==> config.mk <==
export PLATFORM = sky130hd
export DESIGN_NAME = wb_mux_tmo
export DESIGN_NICKNAME = d
export VERILOG_FILES = /design/src/rtl/wb_mux_pkg.sv /design/src/rtl/wb_mux_tmo_cnt.sv /design/src/rtl/wb_mux_tmo.sv
export SDC_FILE = /design/constraint.sdc
export NUM_CORES = 1
export LEC_CHECK = 0
export BUFFER_PORTS_ARGS = -buffer_cell sky130_fd_sc_hd__buf_4
export CAP_MARGIN = 20
export CORE_AREA = 2 2 407 409
export DETAILED_ROUTE_END_ITERATION = 10
export DIE_AREA = 0 0 409 411
export GPL_TIMING_DRIVEN = 0
export REMOVE_ABC_BUFFERS = 1
export SLEW_MARGIN = 20
export SYNTH_ARGS = -nofsm -noshare
export SYNTH_HDL_FRONTEND = slang
export SYNTH_SLANG_ARGS = --single-unit
==> constraint.sdc <==
create_clock -name wb_clk_i -period 2.3 [get_ports wb_clk_i]
set_clock_uncertainty 0.15 [all_clocks]
set_input_delay 0.46 -clock wb_clk_i [delete_from_list [all_inputs] [get_ports wb_clk_i]]
set_output_delay 0.46 -clock wb_clk_i [all_outputs]
set_load 0.01 [all_outputs]
==> src/rtl/wb_mux_pkg.sv <==
// wb_mux_pkg: shared types and constants for the wb_mux_tmo Wishbone slave multiplexer.
package wb_mux_pkg;

  // Transfer FSM states
  typedef enum logic [1:0] {
    IDLE   = 2'd0,
    ACTIVE = 2'd1,
    ERR    = 2'd2
  } state_e;

  // Latched error-status codes
  localparam logic [1:0] ERR_NONE     = 2'b00;
  localparam logic [1:0] ERR_UNMAPPED = 2'b01;
  localparam logic [1:0] ERR_TIMEOUT  = 2'b10;

  // Default watchdog limit in bus cycles
  localparam int unsigned TIMEOUT_DEFAULT = 1024;

  // True when an address falls inside a base/mask window
  function automatic logic addr_hit(input logic [31:0] adr,
                                    input logic [31:0] base,
                                    input logic [31:0] mask);
    return (adr & mask) == base;
  endfunction

endpackage

==> src/rtl/wb_mux_tmo_cnt.sv <==
// wb_mux_tmo_cnt: saturating bus-timeout watchdog counter.
// expire is high while the count sits at LIMIT-1.
module wb_mux_tmo_cnt
  import wb_mux_pkg::*;
#(
  parameter int unsigned LIMIT = TIMEOUT_DEFAULT
) (
  input  logic clk,
  input  logic rst,
  input  logic clr,
  input  logic en,
  output logic expire
);

  localparam int unsigned CW = (LIMIT > 1) ? $clog2(LIMIT) : 1;
  localparam logic [CW-1:0] LAST = CW'(LIMIT - 1);

  logic [CW-1:0] cnt;

  // Count enabled cycles, hold at the limit, clear on request
  always_ff @(posedge clk or posedge rst) begin
    if (rst) begin
      cnt <= '0;
    end else if (clr) begin
      cnt <= '0;
    end else if (en && (cnt != LAST)) begin
      cnt <= cnt + 1'b1;
    end
  end

  assign expire = (cnt == LAST);

endmodule

==> src/rtl/wb_mux_tmo.sv <==
// wb_mux_tmo: registered-decode Wishbone B4 classic 1-to-N slave multiplexer
// with unmapped-address error, bus-timeout watchdog and latched error status.
// Define WB_MUX_TMO_EN to build the timeout counter and timeout error path.
module wb_mux_tmo
  import wb_mux_pkg::*;
#(
  parameter int unsigned                NUM_SLAVES     = 8,
  parameter int unsigned                DW             = 32,
  parameter logic [NUM_SLAVES*32-1:0]   MATCH_ADDR     = {NUM_SLAVES{32'h0}},
  parameter logic [NUM_SLAVES*32-1:0]   MATCH_MASK     = {NUM_SLAVES{32'h0}},
  parameter int unsigned                TIMEOUT_CYCLES = TIMEOUT_DEFAULT
) (
  input  logic                       wb_clk_i,
  input  logic                       wb_rst_i,
  // master request
  input  logic [31:0]                wbm_adr_i,
  input  logic [DW-1:0]              wbm_dat_i,
  input  logic [DW/8-1:0]            wbm_sel_i,
  input  logic                       wbm_we_i,
  input  logic                       wbm_cyc_i,
  input  logic                       wbm_stb_i,
  input  logic [2:0]                 wbm_cti_i,
  input  logic [1:0]                 wbm_bte_i,
  // master response
  output logic [DW-1:0]              wbm_dat_o,
  output logic                       wbm_ack_o,
  output logic                       wbm_err_o,
  output logic                       wbm_rty_o,
  // slave requests
  output logic [NUM_SLAVES*32-1:0]   wbs_adr_o,
  output logic [NUM_SLAVES*DW-1:0]   wbs_dat_o,
  output logic [NUM_SLAVES*DW/8-1:0] wbs_sel_o,
  output logic [NUM_SLAVES-1:0]      wbs_we_o,
  output logic [NUM_SLAVES-1:0]      wbs_cyc_o,
  output logic [NUM_SLAVES-1:0]      wbs_stb_o,
  output logic [NUM_SLAVES*3-1:0]    wbs_cti_o,
  output logic [NUM_SLAVES*2-1:0]    wbs_bte_o,
  // slave responses
  input  logic [NUM_SLAVES*DW-1:0]   wbs_dat_i,
  input  logic [NUM_SLAVES-1:0]      wbs_ack_i,
  input  logic [NUM_SLAVES-1:0]      wbs_err_i,
  input  logic [NUM_SLAVES-1:0]      wbs_rty_i,
  // error status
  output logic [1:0]                 err_code_o,
  output logic [31:0]                err_addr_o,
  output logic                       err_irq_o,
  input  logic                       err_clr_i
);

  localparam int unsigned SELW = (NUM_SLAVES > 1) ? $clog2(NUM_SLAVES) : 1;

  state_e            state_q, state_d;
  logic [SELW-1:0]   sel_q, sel_d;
  logic              hit;
  logic [SELW-1:0]   hit_idx;
  logic              sel_ack, sel_err, sel_rty;
  logic [DW-1:0]     sel_dat;
  logic              resp;
  logic              tmo_expire;
  logic              err_set;
  logic [1:0]        err_code_set;

  // Request fields go to every slave unchanged
  assign wbs_adr_o = {NUM_SLAVES{wbm_adr_i}};
  assign wbs_dat_o = {NUM_SLAVES{wbm_dat_i}};
  assign wbs_sel_o = {NUM_SLAVES{wbm_sel_i}};
  assign wbs_we_o  = {NUM_SLAVES{wbm_we_i}};
  assign wbs_cti_o = {NUM_SLAVES{wbm_cti_i}};
  assign wbs_bte_o = {NUM_SLAVES{wbm_bte_i}};

  // Address decode: lowest-index matching slave wins
  always_comb begin
    hit     = 1'b0;
    hit_idx = '0;
    for (int unsigned i = 0; i < NUM_SLAVES; i++) begin
      if (!hit && addr_hit(wbm_adr_i, MATCH_ADDR[i*32 +: 32], MATCH_MASK[i*32 +: 32])) begin
        hit     = 1'b1;
        hit_idx = SELW'(i);
      end
    end
  end

  // Response mux from the registered slave index
  always_comb begin
    sel_ack = 1'b0;
    sel_err = 1'b0;
    sel_rty = 1'b0;
    sel_dat = '0;
    for (int unsigned i = 0; i < NUM_SLAVES; i++) begin
      if (SELW'(i) == sel_q) begin
        sel_ack = wbs_ack_i[i];
        sel_err = wbs_err_i[i];
        sel_rty = wbs_rty_i[i];
        sel_dat = wbs_dat_i[i*DW +: DW];
      end
    end
  end

  assign resp = (sel_ack | sel_err | sel_rty) & wbm_stb_i;

`ifdef WB_MUX_TMO_EN
  wb_mux_tmo_cnt #(
    .LIMIT (TIMEOUT_CYCLES)
  ) u_cnt (
    .clk    (wb_clk_i),
    .rst    (wb_rst_i),
    .clr    (state_q != ACTIVE),
    .en     ((state_q == ACTIVE) && !resp),
    .expire (tmo_expire)
  );
`else
  logic unused_tmo;
  assign unused_tmo = (TIMEOUT_CYCLES != 0);
  assign tmo_expire = 1'b0;
`endif

  // FSM state and selected-slave registers
  always_ff @(posedge wb_clk_i or posedge wb_rst_i) begin
    if (wb_rst_i) begin
      state_q <= IDLE;
      sel_q   <= '0;
    end else begin
      state_q <= state_d;
      sel_q   <= sel_d;
    end
  end

  // Next-state, slave gating and master response
  always_comb begin
    state_d      = state_q;
    sel_d        = sel_q;
    wbs_cyc_o    = '0;
    wbs_stb_o    = '0;
    wbm_ack_o    = 1'b0;
    wbm_err_o    = 1'b0;
    wbm_rty_o    = 1'b0;
    wbm_dat_o    = '0;
    err_set      = 1'b0;
    err_code_set = ERR_NONE;
    case (state_q)
      IDLE: begin
        if (wbm_cyc_i && wbm_stb_i) begin
          if (hit) begin
            state_d = ACTIVE;
            sel_d   = hit_idx;
          end else begin
            state_d = ERR;
          end
        end
      end
      ACTIVE: begin
        wbm_dat_o = sel_dat;
        // watchdog expiry overrides the slave: strobe is withdrawn and its response ignored
        if (tmo_expire) begin
          wbm_err_o    = 1'b1;
          err_set      = 1'b1;
          err_code_set = ERR_TIMEOUT;
          state_d      = IDLE;
        end else begin
          for (int unsigned i = 0; i < NUM_SLAVES; i++) begin
            if (SELW'(i) == sel_q) begin
              wbs_cyc_o[i] = wbm_cyc_i;
              wbs_stb_o[i] = wbm_stb_i;
            end
          end
          wbm_ack_o = sel_ack & wbm_stb_i;
          wbm_err_o = sel_err & wbm_stb_i;
          wbm_rty_o = sel_rty & wbm_stb_i;
          if (resp || !wbm_cyc_i) begin
            state_d = IDLE;
          end
        end
      end
      ERR: begin
        wbm_err_o    = 1'b1;
        err_set      = 1'b1;
        err_code_set = ERR_UNMAPPED;
        state_d      = IDLE;
      end
      default: begin
        state_d = IDLE;
      end
    endcase
  end

  // Error status: a new error beats a simultaneous clear
  always_ff @(posedge wb_clk_i or posedge wb_rst_i) begin
    if (wb_rst_i) begin
      err_code_o <= ERR_NONE;
      err_addr_o <= '0;
      err_irq_o  <= 1'b0;
    end else begin
      err_irq_o <= err_set;
      if (err_set) begin
        err_code_o <= err_code_set;
        err_addr_o <= wbm_adr_i;
      end else if (err_clr_i) begin
        err_code_o <= ERR_NONE;
        err_addr_o <= '0;
      end
    end
  end

endmodule
==> impl_results.md, run 1 <==
- Diode count: 0
- Critical Path Slowest Stage Cell: dfrtp_2
- Detailed-route via count: 1,882
- Largest net degree at the start of global routing: 39
- Top reg by flops: state_q
- Slew @ Worst Pin: 684.5 ps
- Register area share after synthesis: 0.004886
- Unrepaired setup endpoints after global routing: no
- First-pass GRT wire length: 50,420 microns
- R2R setup slack: 930 ps
- Power per Cell Area: 58.61 mW/mm^2
- Via density per instance: 0.7992
- Relative slew margins: 0.5437
- DR iter-0 viols: 164
- Setup bufs post-CTS: 0
- Largest family of logic cells by synthesized area: buffers and inverters
- Worst Path Required: 1690 ps
- Post-synth top cells: buf_4, and2_1, buf_2
- CP startpoint: state_q[0]
- CP Cell Sequence: and2_1 > buf_4
- Synth Flop Type: dfrtp_1
- Clk pin slew, worst setup/hold paths: 0 ps
- Initial antenna violation count: 4
- Crit share post-route: 0.7834
- Layout cells sized above 1: 0.4759
- DR DRC count: 0
- Final core utilization: 0.02303
- Peak supply drop: 0.1284 mV
- Slowest cell delay on critical path: 770 ps
- Setup TNS: 0 ps
- Adder-Cell Fraction of Synth Area: 0
- Synth top area share: 0.9397
- Synth cell types: 12
- Run status: complete, no violations
- Cell with the most instances after synthesis: buf_4
- Final hold vios: 0
- Total chip power: 0.2212 mW
- Vias in the first global route: 1,588
- Post-synthesis async set-or-reset flop share: 1.000
- Gate Count Post-Synth: 688
- GPL Wtd Cong: 0.5239
- FF-to-FF Start: state_q[0]
- Chip height: 411 microns
- Die ar.: 0.1681 sq mm
- Critical path peak fanout: 38
- Largest cells by area after synthesis: buf_4, and2_1, dfrtp_1
- Yosys warning total: 0
- Resized cells post-CTS: 0
- Total routed wirelength: 46,790 microns
- # port buffers: 75
- Post-route cell area: 0.003774 sq mm
- Setup ws final: 498.3 ps
- Arr. time, crit path: 1190 ps
- Post-CTS Hold Buffers: 0
- Layout Cells excl Fill: 2,355
- Row Count: 149
- CORE AREA: 0.1639 sq mm
- # fillers: 19,590
- CP startpoint kind: register
- GR Util All Layers: 0.05147
- Biggest area consumer among synthesized cells: buf_4
- XOR/XNOR Fraction of Synth Area: 0
- Drt wl/cell: 19.87 microns
- Dpl cells: 2,355
- Crit Path Class: register to primary output
- Worst hold path type: primary input to asynchronous set/reset pin
- Io pins: 1,037
- Fin crit period: 1802 ps
- DP Area: 0.003774 sq mm
- Die Span X: 409 microns
- Max_cap viols: 0
- Synthesized flop and latch total: 1
- Synthesis-to-layout area growth: -26.31%
- Cell Area, Synth: 0.005121 sq mm
- Final setup fails: 0
- Proportion of synthesized area in mux cells: 0
- Final number of max-transition violations: 0
- Top flop regs: state_q x1
- Crit end category: primary output
- Worst hold slack: 159.0 ps
- Final HPWL from detailed placement: 41,260 microns
- Leak: 0.6718 nW
- Initial Util: 0.03125
- DR pass1 iterations: 4
- Gr ovfl total: 0
- Pre-CTS WS: 434.3 ps
- Number of synthesized flops with an enable pin: 0
- Register Area: 26.28 sq um
- Compound-Gate Fraction of Synth Area: 0.002688
- Syn Area/Cell: 7.444 sq um
- Max FFs per register: 1
- Layout Nets: 527
- Worst skew pair latency: 0 ps
- Routed Antenna Nets: 0
- Footprint of the multi-input gates: 441.7 sq um
- F_max: 555.0 MHz
- Post-Synth Simple-Gate Area: 0.04764
-- layer usage --
layer	routed length, microns	vias to the layer above	track usage
li1	-	333	-
met4	567	4	0.005153
met2	20410	673	0.07678
met1	13950	833	0.04579
met3	11830	39	0.06201
met5	25	-	0.003674
-- kinds of logic after synthesis --
| logic type | Yosys count |
|---|---|
| buffers and inverters | 646 |
| other | 1 |
| and+or+nand+nor | 38 |
| DFF | 1 |
| AOI/OAI and AO/OA | 2 |
-- area by class of cell --
class                      instances  area share
inverter                           1   0.0009947
multi-input combinational         89      0.1170
sequential                         1    0.006963
tap                             2189      0.7258
timing repair buffer              75      0.1492
-- worst max-delay path: cells and delay by family (launching register included) --
kind / cells / cell delay, ps
flops: 1 / 770
buf+inv: 1 / 160
simple gates: 1 / 230
-- report_power, final --
part           internal [mW]  switching (mW)
Combinational         0.0981          0.0883
Clock                      0               0
Sequential            0.0193          0.0155
Total                  0.117           0.104
-- final timing paths --
kind,end,depth (start not counted)
min in group wb_clk_i,state_q[0],3
hold / removal,state_q[0],2
max in group asynchronous,state_q[0],2
setup / recovery,wbm_dat_o[9],2
hold reg to reg,state_q[0],2
setup reg to reg,state_q[0],2
-- placed cells by master, fill, tap and decap left out, drive strengths merged --
cell type / netlist / routed
or3: 1 / 1
o21ai: 1 / 1
inv: 1 / 1
buf: 644 / 75
a21oi: 1 / 1
conb: 1 / 49
and3: 3 / 3
and2: 34 / 34
dfrtp: 1 / 1
Note: power is estimated with default switching activity, not from simulation.
==> inputs of run 2 (changes only) <==
--- a/config.mk
+++ b/config.mk
@@ -7,9 +7,9 @@
 export LEC_CHECK = 0
 export BUFFER_PORTS_ARGS = -buffer_cell sky130_fd_sc_hd__buf_4
 export CAP_MARGIN = 20
-export CORE_AREA = 2 2 407 409
+export CORE_AREA = 2 2 398 400
 export DETAILED_ROUTE_END_ITERATION = 10
-export DIE_AREA = 0 0 409 411
+export DIE_AREA = 0 0 400 402
 export GPL_TIMING_DRIVEN = 0
 export REMOVE_ABC_BUFFERS = 1
 export SLEW_MARGIN = 20
==> constraint.sdc (replaced) <==
create_clock -name wb_clk_i -period 1.8 [get_ports wb_clk_i]
set_clock_uncertainty 0.15 [all_clocks]
set_input_delay 0.36 -clock wb_clk_i [delete_from_list [all_inputs] [get_ports wb_clk_i]]
set_output_delay 0.36 -clock wb_clk_i [all_outputs]
set_load 0.01 [all_outputs]
==> run 2 against run 1 <==
Register-to-register slack got worse by 390 ps. Setup slack got worse by 310 ps. Utilization barely moved. Cell count fell by 4.8%. Flip-flop and latch count did not move. Routed wire length rose by 0.26%. First-iteration DRC count rose by 3.7%. Die area fell by 4.3%. Worst hold slack got worse by 100 ps. Via count rose by 4.6%. Critical path depth did not move. Global-route usage rose by 0.26 points.
==> impl_results.md, run 2 (synthesized netlist as in run 1, its figures left out) <==
- Routed Antenna Nets: 0 (unchanged)
- CP Cell Sequence: and2_1 > buf_4 (unchanged)
- Clk pin slew, worst setup/hold paths: 0 ps (about the same)
- # fillers: 18,820 (was 19,590)
- Total routed wirelength: 46,910 microns (was 46,790 microns)
- Run status: complete, no violations (unchanged)
- Die Span X: 400 microns (was 409 microns)
- Setup TNS: 0 ps (unchanged)
- Vias in the first global route: 1,548 (was 1,588)
- Row Count: 146 (was 149)
- Worst hold slack: 58.50 ps (was 159.0 ps)
- Worst Path Required: 1290 ps (was 1690 ps)
- Final core utilization: 0.02318 (was 0.02303)
- Crit Path Class: register to primary output (unchanged)
- Worst skew pair latency: 0 ps (about the same)
- Via density per instance: 0.8774 (was 0.7992)
- Arr. time, crit path: 1100 ps (was 1190 ps)
- Chip height: 402 microns (was 411 microns)
- Final hold vios: 0 (unchanged)
- Initial antenna violation count: 5 (was 4)
- Post-CTS Hold Buffers: 0 (unchanged)
- Io pins: 1,037 (unchanged)
- CP startpoint kind: register (unchanged)
- Critical Path Slowest Stage Cell: dfrtp_4 (was dfrtp_2)
- DR pass1 iterations: 7 (was 4)
- CORE AREA: 0.1571 sq mm (was 0.1639 sq mm)
- Top flop regs: state_q x1 (unchanged)
- Detailed-route via count: 1,968 (was 1,882)
- Layout Nets: 527 (unchanged)
- Largest net degree at the start of global routing: 39 (unchanged)
- # port buffers: 75 (unchanged)
- First-pass GRT wire length: 50,570 microns (was 50,420 microns)
- Slowest cell delay on critical path: 640 ps (was 770 ps)
- Critical path peak fanout: 43 (was 38)
- GR Util All Layers: 0.05410 (was 0.05147)
- Synthesis-to-layout area growth: -28.88% (was -26.31%)
- Crit share post-route: 0.8943
- Gr ovfl total: 0 (unchanged)
- Unrepaired setup endpoints after global routing: no (unchanged)
- Top reg by flops: state_q (unchanged)
- Layout cells sized above 1: 0.4759 (unchanged)
- Crit end category: primary output (unchanged)
- Most frequent cells in the layout: buf_4, conb_1, and2_1, and3_1 (unchanged)
- Worst hold path type: primary input to asynchronous set/reset pin (unchanged)
- Fin crit period: 1610 ps
- Final setup fails: 0 (unchanged)
- Die ar.: 0.1608 sq mm (was 0.1681 sq mm)
- Max_cap viols: 0 (unchanged)
- Final HPWL from detailed placement: 41,260 microns (about the same)
- F_max: 621.2 MHz
- Final number of max-transition violations: 0 (unchanged)
- DR DRC count: 0 (unchanged)
- Initial Util: 0.03260 (was 0.03125)
- Most common cell after layout, fill and taps aside: buf_4 (unchanged)
- GPL Wtd Cong: 0.5330 (was 0.5239)
- Max FFs per register: 1 (unchanged)
- DR iter-0 viols: 170 (was 164)
- Drt wl/cell: 20.91 microns (was 19.87 microns)
[run 2: cell types whose count changed in the layout (fill, tap and decap cells not counted), sizes merged]
cell   delta
diode     +5
[run 2: stage by stage]
stage	setup WS, ps	cells	instance area, sq um
6_report	190.2	2243	3642
5_1_grt	20.51	2238	3630
4_1_cts	93.43	2238	3630
3_5_place_dp	-68.03	2238	3627
3_3_place_gp	-459.1	2238	3626
2_1_floorplan	353.7	91	470.5
[run 2: final cells by class]
class / count / area (sq um) / share of cell area
Tap cell: 2072 / 2592 / 0.7118
Multi-Input combinational cell: 89 / 441.7 / 0.1213
Inverter: 1 / 3.754 / 0.001031
Antenna cell: 5 / 12.51 / 0.003435
Sequential cell: 1 / 28.78 / 0.007901
Timing Repair Buffer: 75 / 563.0 / 0.1546
[run 2: repair_timing]
action	CTS	global route
resized for setup	1	0
endpoints found under the setup margin	1	0
setup buffers	0	0
[run 2: critical path, delay by kind of cell (launching register included)]
family / cells / cell delay, ps
flip-flops: 1 / 640
AND/OR/NAND/NOR: 1 / 240
buffers and inverters: 1 / 210
[run 2: worst paths after layout]
path | start | end | slack (ps) | cells after the start
worst max-delay path | state_q[0] | wbs_stb_o[0] | 190 | 2
worst min-delay path | wb_rst_i | state_q[0] | 60 | 2
worst max register to register | state_q[0] | state_q[0] | 540 | 2
worst min register to register | state_q[0] | state_q[0] | 850 | 2
max in group asynchronous | wb_rst_i | state_q[0] | 1330 | 2
min in group wb_clk_i | wbs_ack_i[0] | state_q[0] | 490 | 3
[run 2: per-layer routing]
layer / GRT usage / vias to the layer above / routed length, microns
li1: - / 340 / -
met1: 0.04425 / 870 / 12860
met2: 0.08078 / 709 / 20300
met3: 0.07285 / 41 / 13250
met4: 0.002957 / 8 / 424
met5: 0.004540 / - / 71
